<file path="src/rtl/xbus_sdram_bridge_pkg.sv">
`default_nettype none
// ============================================================================
// Package  : xbus_sdram_bridge_pkg
// Purpose  : Shared Xbus definitions for the SDRAM bridge: bus widths, the
//            default main-memory window limits, the watchdog width and the
//            bridge state encoding.
// Contents : XBUS_ADDR_W, XBUS_DATA_W, XBUS_DECODE_LIMIT, XBUS_RAM_LIMIT,
//            XBUS_TIMEOUT, XBUS_WDOG_W, state_t
// Revision : 1.0 - initial release
// ============================================================================
package xbus_sdram_bridge_pkg;

   localparam int XBUS_ADDR_W = 22;
   localparam int XBUS_DATA_W = 32;

   // Decoded window: octal 11000000 words. Populated RAM: octal 10000000 words.
   localparam logic [XBUS_ADDR_W-1:0] XBUS_DECODE_LIMIT = 22'h24_0000;
   localparam logic [XBUS_ADDR_W-1:0] XBUS_RAM_LIMIT    = 22'h20_0000;

   localparam int XBUS_TIMEOUT = 255;
   localparam int XBUS_WDOG_W  = 16;

   typedef enum logic [2:0] {
      ST_IDLE  = 3'd0,
      ST_ISSUE = 3'd1,
      ST_WAIT  = 3'd2,
      ST_ACK   = 3'd3,
      ST_HOLD  = 3'd4
   } state_t;

endpackage
`default_nettype wire

</file>
<file path="src/rtl/xbus_sdram_bridge_if.sv">
`default_nettype none
// ============================================================================
// Interface: xbus_sdram_bridge_if
// Purpose  : Bundles the Xbus slave signals and the SDRAM-controller
//            handshake seen by the bridge.
// Modports : slave  - the bridge (drives ack/dataout/decode and the
//                     controller request side)
//            master - the environment (Xbus master plus SDRAM controller)
// Revision : 1.0 - initial release
// ============================================================================
interface xbus_sdram_bridge_if
   import xbus_sdram_bridge_pkg::*;
#(
   parameter int ADDR_W = XBUS_ADDR_W,
   parameter int DATA_W = XBUS_DATA_W
) ();

   // Xbus side
   logic [ADDR_W-1:0] addr;
   logic [DATA_W-1:0] datain;
   logic              req;
   logic              write;
   logic [DATA_W-1:0] dataout;
   logic              ack;
   logic              decode;

   // SDRAM controller side
   logic [ADDR_W-1:0] sdram_addr;
   logic [DATA_W-1:0] sdram_data_out;
   logic [DATA_W-1:0] sdram_data_in;
   logic              sdram_req;
   logic              sdram_write;
   logic              sdram_ready;
   logic              sdram_done;

   // Status
   logic              timeout_err;

   modport slave (
      input  addr, datain, req, write,
      output dataout, ack, decode,
      output sdram_addr, sdram_data_out, sdram_req, sdram_write,
      input  sdram_data_in, sdram_ready, sdram_done,
      output timeout_err
   );

   modport master (
      output addr, datain, req, write,
      input  dataout, ack, decode,
      input  sdram_addr, sdram_data_out, sdram_req, sdram_write,
      output sdram_data_in, sdram_ready, sdram_done,
      input  timeout_err
   );

endinterface
`default_nettype wire

</file>
<file path="src/rtl/xbus_watchdog.sv">
`default_nettype none
// ============================================================================
// Module   : xbus_watchdog
// Purpose  : Cycle counter that flags when a wait has lasted i_limit cycles.
//            The count clears on i_clear and advances on every enabled cycle
//            (saturating). o_expire is asserted combinationally during the
//            cycle whose closing edge is the i_limit-th enabled edge.
// Ports    : clk, reset_n        - clock, async active-low reset
//            i_clear             - zero the count (start of a new wait)
//            i_enable            - count this cycle
//            i_limit[CNT_W]      - number of enabled edges allowed (>= 1)
//            o_expire            - the current enabled edge reaches i_limit
// Revision : 1.0 - initial release
// ============================================================================
module xbus_watchdog
   import xbus_sdram_bridge_pkg::*;
#(
   parameter int CNT_W = XBUS_WDOG_W
) (
   input  wire logic             clk,
   input  wire logic             reset_n,
   input  wire logic             i_clear,
   input  wire logic             i_enable,
   input  wire logic [CNT_W-1:0] i_limit,
   output logic                  o_expire
);

   logic [CNT_W-1:0] r_count;

   always_ff @(posedge clk or negedge reset_n) begin
      if (!reset_n) begin
         r_count <= '0;
      end else if (i_clear) begin
         r_count <= '0;
      end else if (i_enable && (r_count != {CNT_W{1'b1}})) begin
         r_count <= r_count + CNT_W'(1);
      end
   end

   // r_count holds the number of enabled edges already taken, so the edge
   // that would bring it to i_limit is the one that expires.
   assign o_expire = i_enable && (r_count >= (i_limit - CNT_W'(1)));

endmodule
`default_nettype wire

</file>
<file path="src/rtl/xbus_sdram_bridge.sv">
`default_nettype none
// ============================================================================
// Module   : xbus_sdram_bridge
// Purpose  : Xbus main-memory slave backed by an SDRAM controller. Accepts a
//            decoded request, latches it, runs one read or write handshake on
//            the controller port and returns a single-cycle ack with
//            registered read data. Decoded addresses at or above RAM_LIMIT
//            are answered locally (reads return all-ones). A watchdog turns a
//            stalled controller into an all-ones ack flagged by timeout_err.
// Ports    : clk         - clock, rising edge
//            reset_n     - asynchronous active-low reset
//            io_bus      - xbus_sdram_bridge_if.slave: Xbus addr/datain/req/
//                          write/dataout/ack/decode, controller sdram_* and
//                          timeout_err
// Revision : 1.0 - initial release
// ============================================================================
module xbus_sdram_bridge
   import xbus_sdram_bridge_pkg::*;
#(
   parameter int                ADDR_W       = XBUS_ADDR_W,
   parameter int                DATA_W       = XBUS_DATA_W,
   parameter logic [ADDR_W-1:0] DECODE_LIMIT = ADDR_W'(XBUS_DECODE_LIMIT),
   parameter logic [ADDR_W-1:0] RAM_LIMIT    = ADDR_W'(XBUS_RAM_LIMIT),
   parameter int                TIMEOUT      = XBUS_TIMEOUT
) (
   input  wire logic          clk,
   input  wire logic          reset_n,
   xbus_sdram_bridge_if.slave io_bus
);

   // ------------------------------------------------------------------------
   // Declarations
   // ------------------------------------------------------------------------
   state_t            r_state;
   state_t            w_next_state;

   logic [DATA_W-1:0] r_dataout;
   logic [ADDR_W-1:0] r_addr;
   logic [DATA_W-1:0] r_wdata;
   logic              r_write;
   logic              r_timeout;

   logic              w_decode;
   logic              w_accept;
   logic              w_in_ram;
   logic              w_done_hit;
   logic              w_timeout_hit;
   logic              w_wdog_en;
   logic              w_expire;

   logic              w_sdram_req;
   logic              w_ack;
   logic              w_timeout_err;

   // ------------------------------------------------------------------------
   // Decode and transaction qualifiers
   // ------------------------------------------------------------------------
   assign w_decode  = (io_bus.addr < DECODE_LIMIT);
   assign w_accept  = (r_state == ST_IDLE) && io_bus.req && w_decode;
   assign w_in_ram  = (io_bus.addr < RAM_LIMIT);

   // Controller completion: done together with ready while still issuing, or
   // done alone once the request has been taken.
   assign w_done_hit = ((r_state == ST_ISSUE) && io_bus.sdram_ready && io_bus.sdram_done)
                    || ((r_state == ST_WAIT)  && io_bus.sdram_done);

   // Completion wins over the watchdog on the same edge.
   assign w_wdog_en     = (r_state == ST_ISSUE) || (r_state == ST_WAIT);
   assign w_timeout_hit = w_wdog_en && w_expire && !w_done_hit;

   // ------------------------------------------------------------------------
   // Watchdog
   // ------------------------------------------------------------------------
   xbus_watchdog #(
      .CNT_W    (XBUS_WDOG_W)
   ) u_watchdog (
      .clk      (clk),
      .reset_n  (reset_n),
      .i_clear  (w_accept),
      .i_enable (w_wdog_en),
      .i_limit  (XBUS_WDOG_W'(TIMEOUT)),
      .o_expire (w_expire)
   );

   // ------------------------------------------------------------------------
   // FSM: state register
   // ------------------------------------------------------------------------
   always_ff @(posedge clk or negedge reset_n) begin
      if (!reset_n) begin
         r_state <= ST_IDLE;
      end else begin
         r_state <= w_next_state;
      end
   end

   // ------------------------------------------------------------------------
   // FSM: next-state logic
   // ------------------------------------------------------------------------
   always_comb begin
      w_next_state = r_state;
      case (r_state)
         ST_IDLE: begin
            if (w_accept) begin
               w_next_state = w_in_ram ? ST_ISSUE : ST_ACK;
            end
         end
         ST_ISSUE: begin
            if (w_done_hit || w_timeout_hit) begin
               w_next_state = ST_ACK;
            end else if (io_bus.sdram_ready) begin
               w_next_state = ST_WAIT;
            end
         end
         ST_WAIT: begin
            if (w_done_hit || w_timeout_hit) begin
               w_next_state = ST_ACK;
            end
         end
         ST_ACK: begin
            w_next_state = ST_HOLD;
         end
         ST_HOLD: begin
            // A request still held from the finished transfer must not be
            // taken again; wait for it to drop.
            if (!io_bus.req) begin
               w_next_state = ST_IDLE;
            end
         end
         default: begin
            w_next_state = ST_IDLE;
         end
      endcase
   end

   // ------------------------------------------------------------------------
   // FSM: outputs
   // ------------------------------------------------------------------------
   always_comb begin
      w_sdram_req   = 1'b0;
      w_ack         = 1'b0;
      w_timeout_err = 1'b0;
      case (r_state)
         ST_ISSUE: begin
            w_sdram_req = 1'b1;
         end
         ST_ACK: begin
            w_ack         = 1'b1;
            w_timeout_err = r_timeout;
         end
         default: begin
         end
      endcase
   end

   // ------------------------------------------------------------------------
   // Datapath: request latch, read data and timeout flag
   // ------------------------------------------------------------------------
   always_ff @(posedge clk or negedge reset_n) begin
      if (!reset_n) begin
         r_addr    <= '0;
         r_wdata   <= '0;
         r_write   <= 1'b0;
         r_dataout <= '0;
         r_timeout <= 1'b0;
      end else begin
         // Only high for the ACK cycle that follows a watchdog expiry.
         r_timeout <= w_timeout_hit;

         if (w_accept) begin
            r_addr  <= io_bus.addr;
            r_wdata <= io_bus.datain;
            r_write <= io_bus.write;
            // Unpopulated but decoded: answer a read with all-ones locally.
            if (!w_in_ram && !io_bus.write) begin
               r_dataout <= '1;
            end
         end

         if (w_timeout_hit) begin
            r_dataout <= '1;
         end else if (w_done_hit && !r_write) begin
            r_dataout <= io_bus.sdram_data_in;
         end
      end
   end

   // ------------------------------------------------------------------------
   // Output assignments
   // ------------------------------------------------------------------------
   assign io_bus.decode         = w_decode;
   assign io_bus.dataout        = r_dataout;
   assign io_bus.ack            = w_ack;
   assign io_bus.sdram_addr     = r_addr;
   assign io_bus.sdram_data_out = r_wdata;
   assign io_bus.sdram_write    = r_write;
   assign io_bus.sdram_req      = w_sdram_req;
   assign io_bus.timeout_err    = w_timeout_err;

endmodule
`default_nettype wire

</file>
<file path="src/flat_wrapper.sv">
// flat-port wrapper written by rule: the top's interface ports become plain ports
module xbus_sdram_bridge_flat import xbus_sdram_bridge_pkg::*;
#(
   parameter int                ADDR_W       = XBUS_ADDR_W,
   parameter int                DATA_W       = XBUS_DATA_W,
   parameter logic [ADDR_W-1:0] DECODE_LIMIT = ADDR_W'(XBUS_DECODE_LIMIT),
   parameter logic [ADDR_W-1:0] RAM_LIMIT    = ADDR_W'(XBUS_RAM_LIMIT),
   parameter int                TIMEOUT      = XBUS_TIMEOUT
)
  (clk, reset_n, io_bus_addr, io_bus_datain, io_bus_req, io_bus_write, io_bus_dataout, io_bus_ack, io_bus_decode, io_bus_sdram_addr, io_bus_sdram_data_out, io_bus_sdram_req, io_bus_sdram_write, io_bus_sdram_data_in, io_bus_sdram_ready, io_bus_sdram_done, io_bus_timeout_err);
  xbus_sdram_bridge_if #(.ADDR_W(ADDR_W), .DATA_W(DATA_W)) io_bus_i ();
  input  wire logic clk;
  input  wire logic reset_n;
  input wire logic [$bits(io_bus_i.addr)-1:0] io_bus_addr;
  input wire logic [$bits(io_bus_i.datain)-1:0] io_bus_datain;
  input wire logic [$bits(io_bus_i.req)-1:0] io_bus_req;
  input wire logic [$bits(io_bus_i.write)-1:0] io_bus_write;
  output wire logic [$bits(io_bus_i.dataout)-1:0] io_bus_dataout;
  output wire logic [$bits(io_bus_i.ack)-1:0] io_bus_ack;
  output wire logic [$bits(io_bus_i.decode)-1:0] io_bus_decode;
  output wire logic [$bits(io_bus_i.sdram_addr)-1:0] io_bus_sdram_addr;
  output wire logic [$bits(io_bus_i.sdram_data_out)-1:0] io_bus_sdram_data_out;
  output wire logic [$bits(io_bus_i.sdram_req)-1:0] io_bus_sdram_req;
  output wire logic [$bits(io_bus_i.sdram_write)-1:0] io_bus_sdram_write;
  input wire logic [$bits(io_bus_i.sdram_data_in)-1:0] io_bus_sdram_data_in;
  input wire logic [$bits(io_bus_i.sdram_ready)-1:0] io_bus_sdram_ready;
  input wire logic [$bits(io_bus_i.sdram_done)-1:0] io_bus_sdram_done;
  output wire logic [$bits(io_bus_i.timeout_err)-1:0] io_bus_timeout_err;
  assign io_bus_i.addr = io_bus_addr;
  assign io_bus_i.datain = io_bus_datain;
  assign io_bus_i.req = io_bus_req;
  assign io_bus_i.write = io_bus_write;
  assign io_bus_dataout = io_bus_i.dataout;
  assign io_bus_ack = io_bus_i.ack;
  assign io_bus_decode = io_bus_i.decode;
  assign io_bus_sdram_addr = io_bus_i.sdram_addr;
  assign io_bus_sdram_data_out = io_bus_i.sdram_data_out;
  assign io_bus_sdram_req = io_bus_i.sdram_req;
  assign io_bus_sdram_write = io_bus_i.sdram_write;
  assign io_bus_i.sdram_data_in = io_bus_sdram_data_in;
  assign io_bus_i.sdram_ready = io_bus_sdram_ready;
  assign io_bus_i.sdram_done = io_bus_sdram_done;
  assign io_bus_timeout_err = io_bus_i.timeout_err;
  xbus_sdram_bridge #(.ADDR_W(ADDR_W), .DATA_W(DATA_W), .DECODE_LIMIT(DECODE_LIMIT), .RAM_LIMIT(RAM_LIMIT), .TIMEOUT(TIMEOUT)) u_core (.clk(clk), .reset_n(reset_n), .io_bus(io_bus_i));
endmodule
</file>
<file path="config.mk">
export PLATFORM = sky130hd
export DESIGN_NAME = xbus_sdram_bridge_flat
export DESIGN_NICKNAME = d
export VERILOG_FILES = /design/src/rtl/xbus_sdram_bridge_pkg.sv /design/src/rtl/xbus_sdram_bridge_if.sv /design/src/rtl/xbus_watchdog.sv /design/src/rtl/xbus_sdram_bridge.sv /design/src/flat_wrapper.sv
export SDC_FILE = /design/constraint.sdc
export NUM_CORES = 1
export LEC_CHECK = 0
export BUFFER_PORTS_ARGS = -buffer_cell sky130_fd_sc_hd__buf_2
export CAP_MARGIN = 20
export CORE_ASPECT_RATIO = 1.25
export CORE_MARGIN = 2
export CORE_UTILIZATION = 45
export DETAILED_ROUTE_END_ITERATION = 10
export PLACE_DENSITY = 0.81
export SLEW_MARGIN = 20
export SYNTH_ARGS = -nofsm -noshare
export SYNTH_HDL_FRONTEND = slang
export SYNTH_HIERARCHICAL = 1
export SYNTH_SLANG_ARGS = --single-unit
</file>
<file path="constraint.sdc">
create_clock -name clk -period 4.7 [get_ports clk]
set_clock_uncertainty 0.05 [all_clocks]
set_input_delay 0.705 -clock clk [delete_from_list [all_inputs] [get_ports clk]]
set_output_delay 0.705 -clock clk [all_outputs]
set_load 0.05 [all_outputs]
</file>
==> results.toml, run 1 <==
[run_status]
result_of_the_run = "finished clean"

[route]
via_to_cell_ratio = 5.15
detail_route.wirelength_um = 12100
drt_pass1_iterations = 4
ant_nets = 0
avgRoutedWirePerCell_um = 16.0
first_iter_violations = 252
detailroute.via_count = 3906
remaining_drc_errors = 0

[logic_synthesis]
synthesis.instances = 396
async_reset_ff_share_pct = 100
ys_seq_area_share_pct = 53.8
cell_accounting_for_the_most_synthesized_area = "sky130_fd_sc_hd__dfrtp_1"
yosys_register_bits = 107
yosysWarnings = 6
avg_cell_area_syn_um2 = 12.6
synth.area.top_cells = "sky130_fd_sc_hd__dfrtp_1 (54%), sky130_fd_sc_hd__mux2_1 (8.6%), sky130_fd_sc_hd__o22a_1 (5.8%)"
synth_enable_flop_cells = 0
synthesis.area_um2 = 4970
synth.distinct_cells = 49
ys_dominant_reg_cell = "sky130_fd_sc_hd__dfrtp_1"
synth_top_cell_area_share_pct = 53.8

[setup_path]
timing.critical_path.slowest_cell_delay_ps = 490
crit_type = "register to register"
worst_path_dominant_cell_family = "compound AO/OA/AOI/OAI gates"
cpMaxStageDelayCell = "sky130_fd_sc_hd__dfrtp_1"
crit_fanout = 32
arrival_ps = 3090
worstPathCellList = "nand2b_1, a21oi_1, and3_1, nand3_1, o32ai_1, nand2b_1, o221ai_2, buf_4, o22a_1"
reg2regPathDepth = 9
cp-end-kind = "register"
timing.critical_path.mode_cell = "sky130_fd_sc_hd__nand2b_1"
crit_cells = 9
critical_path.startpoint_type = "register"
timing.critical_path.required_ps = 4930
cp.buffers_inverters = 1

[power]
ir_worst_vdd_v = 0.000717
cellPowerDensity_nw_per_um2 = 756
leakagePower_nw = 3.07

[final_layout]
synthToLayoutAreaGrowth_pct = 29.1
layout-drive-gt1-share_pct = 36.4
n_antenna_cell = 0
num-nets-final = 731
fillCellCount = 857

[clocking]
max_root_sink_buffers = 2
post_cts_resized = 0
htree_num_levels = 3
tritoncts_num_sinks = 107
clk_transition_reported_paths_ps = 80
numCtsBuffers = 9
clock_latency_ps = 350
cts_setup_buffers = 0
tritoncts = "yes"
ctsRootBufferMaster = "sky130_fd_sc_hd__clkbuf_16"
cts-hold-fix-buffers = 0

[floorplanning]
die_area_um2 = 11900
ios = 183
row_count = 42
start_util_pct = 46.6
die_height_um = 122
chipWidth_um = 98.0
core_area_um2 = 10700

[place]
dp_slack_ps = 1920
hpwl_um = 9270
globalplace.congestion = 0.889
port_buffers = 182

[sta]
worst_slack_ps = 1840
hold_viol = 0
timing.max_slew.rel_slack_pct = 28.3
setup_violations = 0
slew_violations = 0
period_minus_slack_ps = 2860
worst_pin_slew_ps = 1080
setup-tns-final_ps = 0
min_period_over_period_pct = 60.8
rsz_0062_raised_after_global_routing = "false"
max_freq_mhz = 350

[global_routing]
antenna_found_initial = 0
grt_overflow = 0
first_global_vias = 4124
grt_util_all_layers_pct = 20.8
maximum_number_of_pins_on_one_net_before_global_route_repair = 76
grt_pass1_wl_um = 19900

[run]
timing.max_cap.violations = 0

[min_path]
hp-class = "primary input to async pin"
[cell type report]
class	count	area [um2]	share of cell area, %
Tap cell	132	165	2.57
Clock inverter	7	71.3	1.11
Timing Repair Buffer	185	936	14.6
Inverter	8	30.0	0.468
Sequential cell	107	2680	41.7
Multi-Input combinational cell	310	2320	36.1
Clock buffer	9	225	3.51
[cell families (layout without fill, tap and decap cells)]
kind of cell,Yosys count,count (layout),share of synthesized area [%]
AO/OA/AOI/OAI,67,67,10.5
XOR/XNOR,29,29,5.11
adder cells (fa/ha/maj),18,18,4.53
buffers and inverters,27,209,3.25
flip-flops,107,107,53.8
multiplexers,55,55,12.4
other,2,50,0.151
AND/OR/NAND/NOR,91,91,10.2
[synthesized netlist by cell type, types with 3 or more instances]
master	instances
sky130_fd_sc_hd__a211oi_1	3
sky130_fd_sc_hd__nor4_1	3
sky130_fd_sc_hd__buf_4	4
sky130_fd_sc_hd__nand2b_1	4
sky130_fd_sc_hd__xor2_1	5
sky130_fd_sc_hd__ha_1	18
sky130_fd_sc_hd__mux2_2	16
sky130_fd_sc_hd__inv_1	8
sky130_fd_sc_hd__a21oi_1	11
sky130_fd_sc_hd__nor3_1	7
sky130_fd_sc_hd__o21ai_0	3
sky130_fd_sc_hd__nand4_1	3
sky130_fd_sc_hd__a31oi_1	4
sky130_fd_sc_hd__buf_6	5
sky130_fd_sc_hd__nor2_1	28
sky130_fd_sc_hd__nor4_2	3
sky130_fd_sc_hd__nand2_1	16
sky130_fd_sc_hd__mux2_1	38
sky130_fd_sc_hd__nand3_1	8
sky130_fd_sc_hd__buf_2	6
sky130_fd_sc_hd__o22a_1	33
sky130_fd_sc_hd__and4_1	3
sky130_fd_sc_hd__xnor2_1	24
sky130_fd_sc_hd__dfrtp_1	107
[where the power goes]
group / switching, mW / internal (mW)
clock: 0.362 / 0.373
sequential: 0.252 / 1.32
combinational: 1.88 / 0.671
total: 2.49 / 2.37
[registers in the layout (all words and copies together) (netlist names)]
register	cells
u_core/r_timeout	1
u_core/io_bus.sdram_addr	22
u_core/io_bus.sdram_data_out	32
u_core/u_watchdog/r_count	16
u_core/io_bus.dataout	32
u_core/r_state	3
u_core/io_bus.sdram_write	1
[worst paths after layout]
path / from / to / slack, ps
worst max-delay path: u_core/r_state[0] / u_core/io_bus.dataout[11] / 1840
worst min-delay path: reset_n / u_core/io_bus.sdram_data_out[26] / 410
worst max register to register: u_core/r_state[0] / u_core/io_bus.dataout[11] / 1840
worst min register to register: u_core/io_bus.sdram_addr[21] / u_core/io_bus.sdram_addr[21] / 430
max in group asynchronous: reset_n / u_core/io_bus.sdram_data_out[11] / 3180
min in group clk: u_core/io_bus.sdram_addr[21] / u_core/io_bus.sdram_addr[21] / 430
[per-layer routing]
| layer | vias up | track usage [%] | part of all wire (%) |
|---|---|---|---|
| li1 | 1839 | - | - |
| met1 | 1908 | 22.8 | 38 |
| met2 | 146 | 37.6 | 53 |
| met3 | 13 | 7.69 | 8.3 |
| met4 | 0 | 5.99 | 1.2 |
| met5 | - | 0 | 0 |
[worst register-to-register path: stages, from the launching register on]
cell,delay [ps]
sky130_fd_sc_hd__dfrtp_1,490
sky130_fd_sc_hd__nand2b_1,240
sky130_fd_sc_hd__a21oi_1,370
sky130_fd_sc_hd__and3_1,230
sky130_fd_sc_hd__nand3_1,80
sky130_fd_sc_hd__o32ai_1,430
sky130_fd_sc_hd__nand2b_1,150
sky130_fd_sc_hd__o221ai_2,200
sky130_fd_sc_hd__buf_4,340
sky130_fd_sc_hd__o22a_1,220
[cells in the final DEF (no fill, tap or decap), drive strengths merged, types with 4 or more instances in the layout]
master,netlist,layout
conb,2,50
ha,18,18
nor4,6,6
nand3,8,8
nor2,28,28
xnor2,24,24
mux2,54,54
xor2,5,5
nand2b,4,4
o22a,33,33
dfrtp,107,107
a31oi,4,4
nand2,16,16
clkbuf,2,9
nor3,8,8
a21oi,11,11
buf,17,185
inv,8,10
[metrics by stage]
stage / hold WS [ps] / instances / area (um2) / utilization (%) / power [mW]
after floorplan: 359 / 444 / 5150 / - / 3.53
after global placement: 412 / 742 / 6130 / 57.4 / 4.07
after detailed placement: 420 / 742 / 6130 / 57.4 / 4.14
after CTS: 438 / 758 / 6420 / 60.2 / 4.88
after global routing: 450 / 758 / 6420 / 60.2 / 5.09
final: 409 / 758 / 6420 / 60.2 / 4.86
Power figures use the tool's default switching activity.
==> run 2, diff against run 1 <==
--- a/config.mk
+++ b/config.mk
@@ -11,7 +11,7 @@
 export CORE_MARGIN = 2
 export CORE_UTILIZATION = 45
 export DETAILED_ROUTE_END_ITERATION = 10
-export PLACE_DENSITY = 0.81
+export PLACE_DENSITY = 0.84
 export SLEW_MARGIN = 20
 export SYNTH_ARGS = -nofsm -noshare
 export SYNTH_HDL_FRONTEND = slang
==> constraint.sdc (replaced) <==
create_clock -name clk -period 2.6 [get_ports clk]
set_clock_uncertainty 0.05 [all_clocks]
set_input_delay 0.39 -clock clk [delete_from_list [all_inputs] [get_ports clk]]
set_output_delay 0.39 -clock clk [all_outputs]
set_load 0.05 [all_outputs]
==> run 2 against run 1 <==
Effect of this change: global-route usage rose by 0.24 points; non-clock buffer count is 9 higher; core utilization up 1.1 points; power is 83% higher; wire length is 0.21% lower; largest power group unchanged.
==> results.toml, run 2 (synthesized netlist as in run 1, its figures left out) <==
[run_status]
result_of_the_run = "finished clean"

[floorplanning]
core_area_um2 = 10700
start_util_pct = 46.6
row_count = 42
die_height_um = 122
ios = 183
die_area_um2 = 11900
chipWidth_um = 98.0

[global_routing]
grt_overflow = 0
grt_util_all_layers_pct = 21.0
maximum_number_of_pins_on_one_net_before_global_route_repair = 54
grt_pass1_wl_um = 20300
first_global_vias = 4285
antenna_found_initial = 0

[setup_path]
crit_fanout = 32
cp-end-kind = "register"
arrival_ps = 2710
reg2regPathDepth = 9
critical_path.startpoint_type = "register"
timing.critical_path.required_ps = 2830
timing.reg2reg.setup_slack_ps = 120
crit_type = "register to register"
rr_startpoint = "u_core/u_watchdog/r_count[3]"
crit-reg2reg-capture = "u_core/io_bus.dataout[28]"

[clocking]
numCtsBuffers = 9
tritoncts_num_sinks = 107
htree_num_levels = 3
clock_latency_ps = 350
clk_transition_reported_paths_ps = 70
max_root_sink_buffers = 2
ctsRootBufferMaster = "sky130_fd_sc_hd__clkbuf_16"
tritoncts = "yes"
cts_setup_buffers = 0

[place]
port_buffers = 182
globalplace.congestion = 0.857
hpwl_um = 9160

[route]
first_iter_violations = 297
detailroute.via_count = 3953
detail_route.wirelength_um = 12100
drt_pass1_iterations = 4
remaining_drc_errors = 0
ant_nets = 0
avgRoutedWirePerCell_um = 15.7
via_to_cell_ratio = 5.15

[final_layout]
n_antenna_cell = 0
num-nets-final = 740
mostFrequentLayoutCell = "sky130_fd_sc_hd__buf_2"
layout-drive-gt1-share_pct = 37.3
layout_common_cells = "sky130_fd_sc_hd__buf_2 (181), sky130_fd_sc_hd__dfrtp_1 (107), sky130_fd_sc_hd__conb_1 (50), sky130_fd_sc_hd__mux2_1 (38), sky130_fd_sc_hd__o22a_1 (33)"
fillCellCount = 831
synthToLayoutAreaGrowth_pct = 31.4

[run]
timing.max_cap.violations = 0

[min_path]
hold_start = "io_bus_datain[1]"
hold-path-endpoint = "u_core/io_bus.sdram_data_out[1]"
hp-class = "primary input to register"
hold-path-cell-count = 2

[power]
power_mw = 8.89
ir_worst_vdd_v = 0.00123
cellPowerDensity_nw_per_um2 = 1360
leakagePower_nw = 3.13

[sta]
hold_viol = 0
setup-tns-final_ps = 0
worst_pin_slew_ps = 545
period_minus_slack_ps = 2480
min_period_over_period_pct = 95.4
timing.max_slew.rel_slack_pct = 63.6
slew_violations = 0
max_freq_mhz = 403
setup_violations = 0
-- run 2: stage by stage --
stage | utilization, % | instance area (um2) | hold slack (ps) | std cells | setup WS [ps]
after floorplan | - | 5160 | 44.4 | 444 | 45.2
after global routing | 61.3 | 6540 | 195 | 767 | -0.849
final | 61.3 | 6540 | 193 | 767 | 120
after detailed placement | 58.4 | 6230 | 350 | 750 | 96.2
after CTS | 61.1 | 6520 | 193 | 767 | 38.3
after global placement | 58.4 | 6230 | 334 | 750 | 166
-- run 2: area by class of cell --
class / count / area, um2 / area share (%)
sequential: 107 / 2680 / 41.0
multi-input combinational: 310 / 2340 / 35.8
timing repair buffer: 194 / 1040 / 16.0
clock buffer: 12 / 246 / 3.77
tap: 132 / 165 / 2.53
clock inverter: 4 / 35.0 / 0.536
inverter: 8 / 30.0 / 0.460
-- run 2: per-layer routing --
| metal | GRT usage (%) | vias to the layer above | wire [um] |
|---|---|---|---|
| li1 | - | 1861 | - |
| met1 | 24.4 | 1934 | 4530 |
| met2 | 37.9 | 129 | 6530 |
| met3 | 4.53 | 29 | 720 |
| met4 | 8.25 | 0 | 295 |
| met5 | 0 | - | 0 |
-- run 2: how the worst max path moves through the flow --
stage	slack, ps	to	depth (start not counted)	from
finish	120	u_core/io_bus.dataout[28]	9	u_core/u_watchdog/r_count[3]
global route	-0.8	u_core/io_bus.dataout[27]	9	u_core/u_watchdog/r_count[3]
detailed placement	100	u_core/io_bus.dataout[20]	9	u_core/u_watchdog/r_count[3]
floorplan	50	u_core/u_watchdog/r_count[10]	8	io_bus_addr[20]
global placement	170	u_core/io_bus.dataout[21]	9	u_core/u_watchdog/r_count[3]
CTS	40	u_core/io_bus.dataout[28]	9	u_core/u_watchdog/r_count[3]
-- run 2: report_power, final --
group	switching, mW	internal [mW]	total [mW]
registers	0.445	2.40	2.84
clock network	0.608	0.685	1.29
logic	3.46	1.30	4.76
total	4.52	4.38	8.89
-- run 2: worst max-delay path, stage by stage (launching register included) --
cell and delay [ps]:
sky130_fd_sc_hd__dfrtp_1 460, sky130_fd_sc_hd__ha_1 160, sky130_fd_sc_hd__o21ai_0 100, sky130_fd_sc_hd__a2111oi_2 410, sky130_fd_sc_hd__nor3_1 110, sky130_fd_sc_hd__o32ai_2 340, sky130_fd_sc_hd__nand2b_1 140, sky130_fd_sc_hd__o221ai_2 250
sky130_fd_sc_hd__buf_12 220, sky130_fd_sc_hd__o22a_1 170
-- run 2: repair_timing --
| item | in CTS | in global routing |
|---|---|---|
| endpoints found under the setup margin | 0 | 32 |
| endpoints found under the hold margin | 39 | 0 |
| resized for setup | 0 | 4 |
| hold buffers | 1 | 0 |
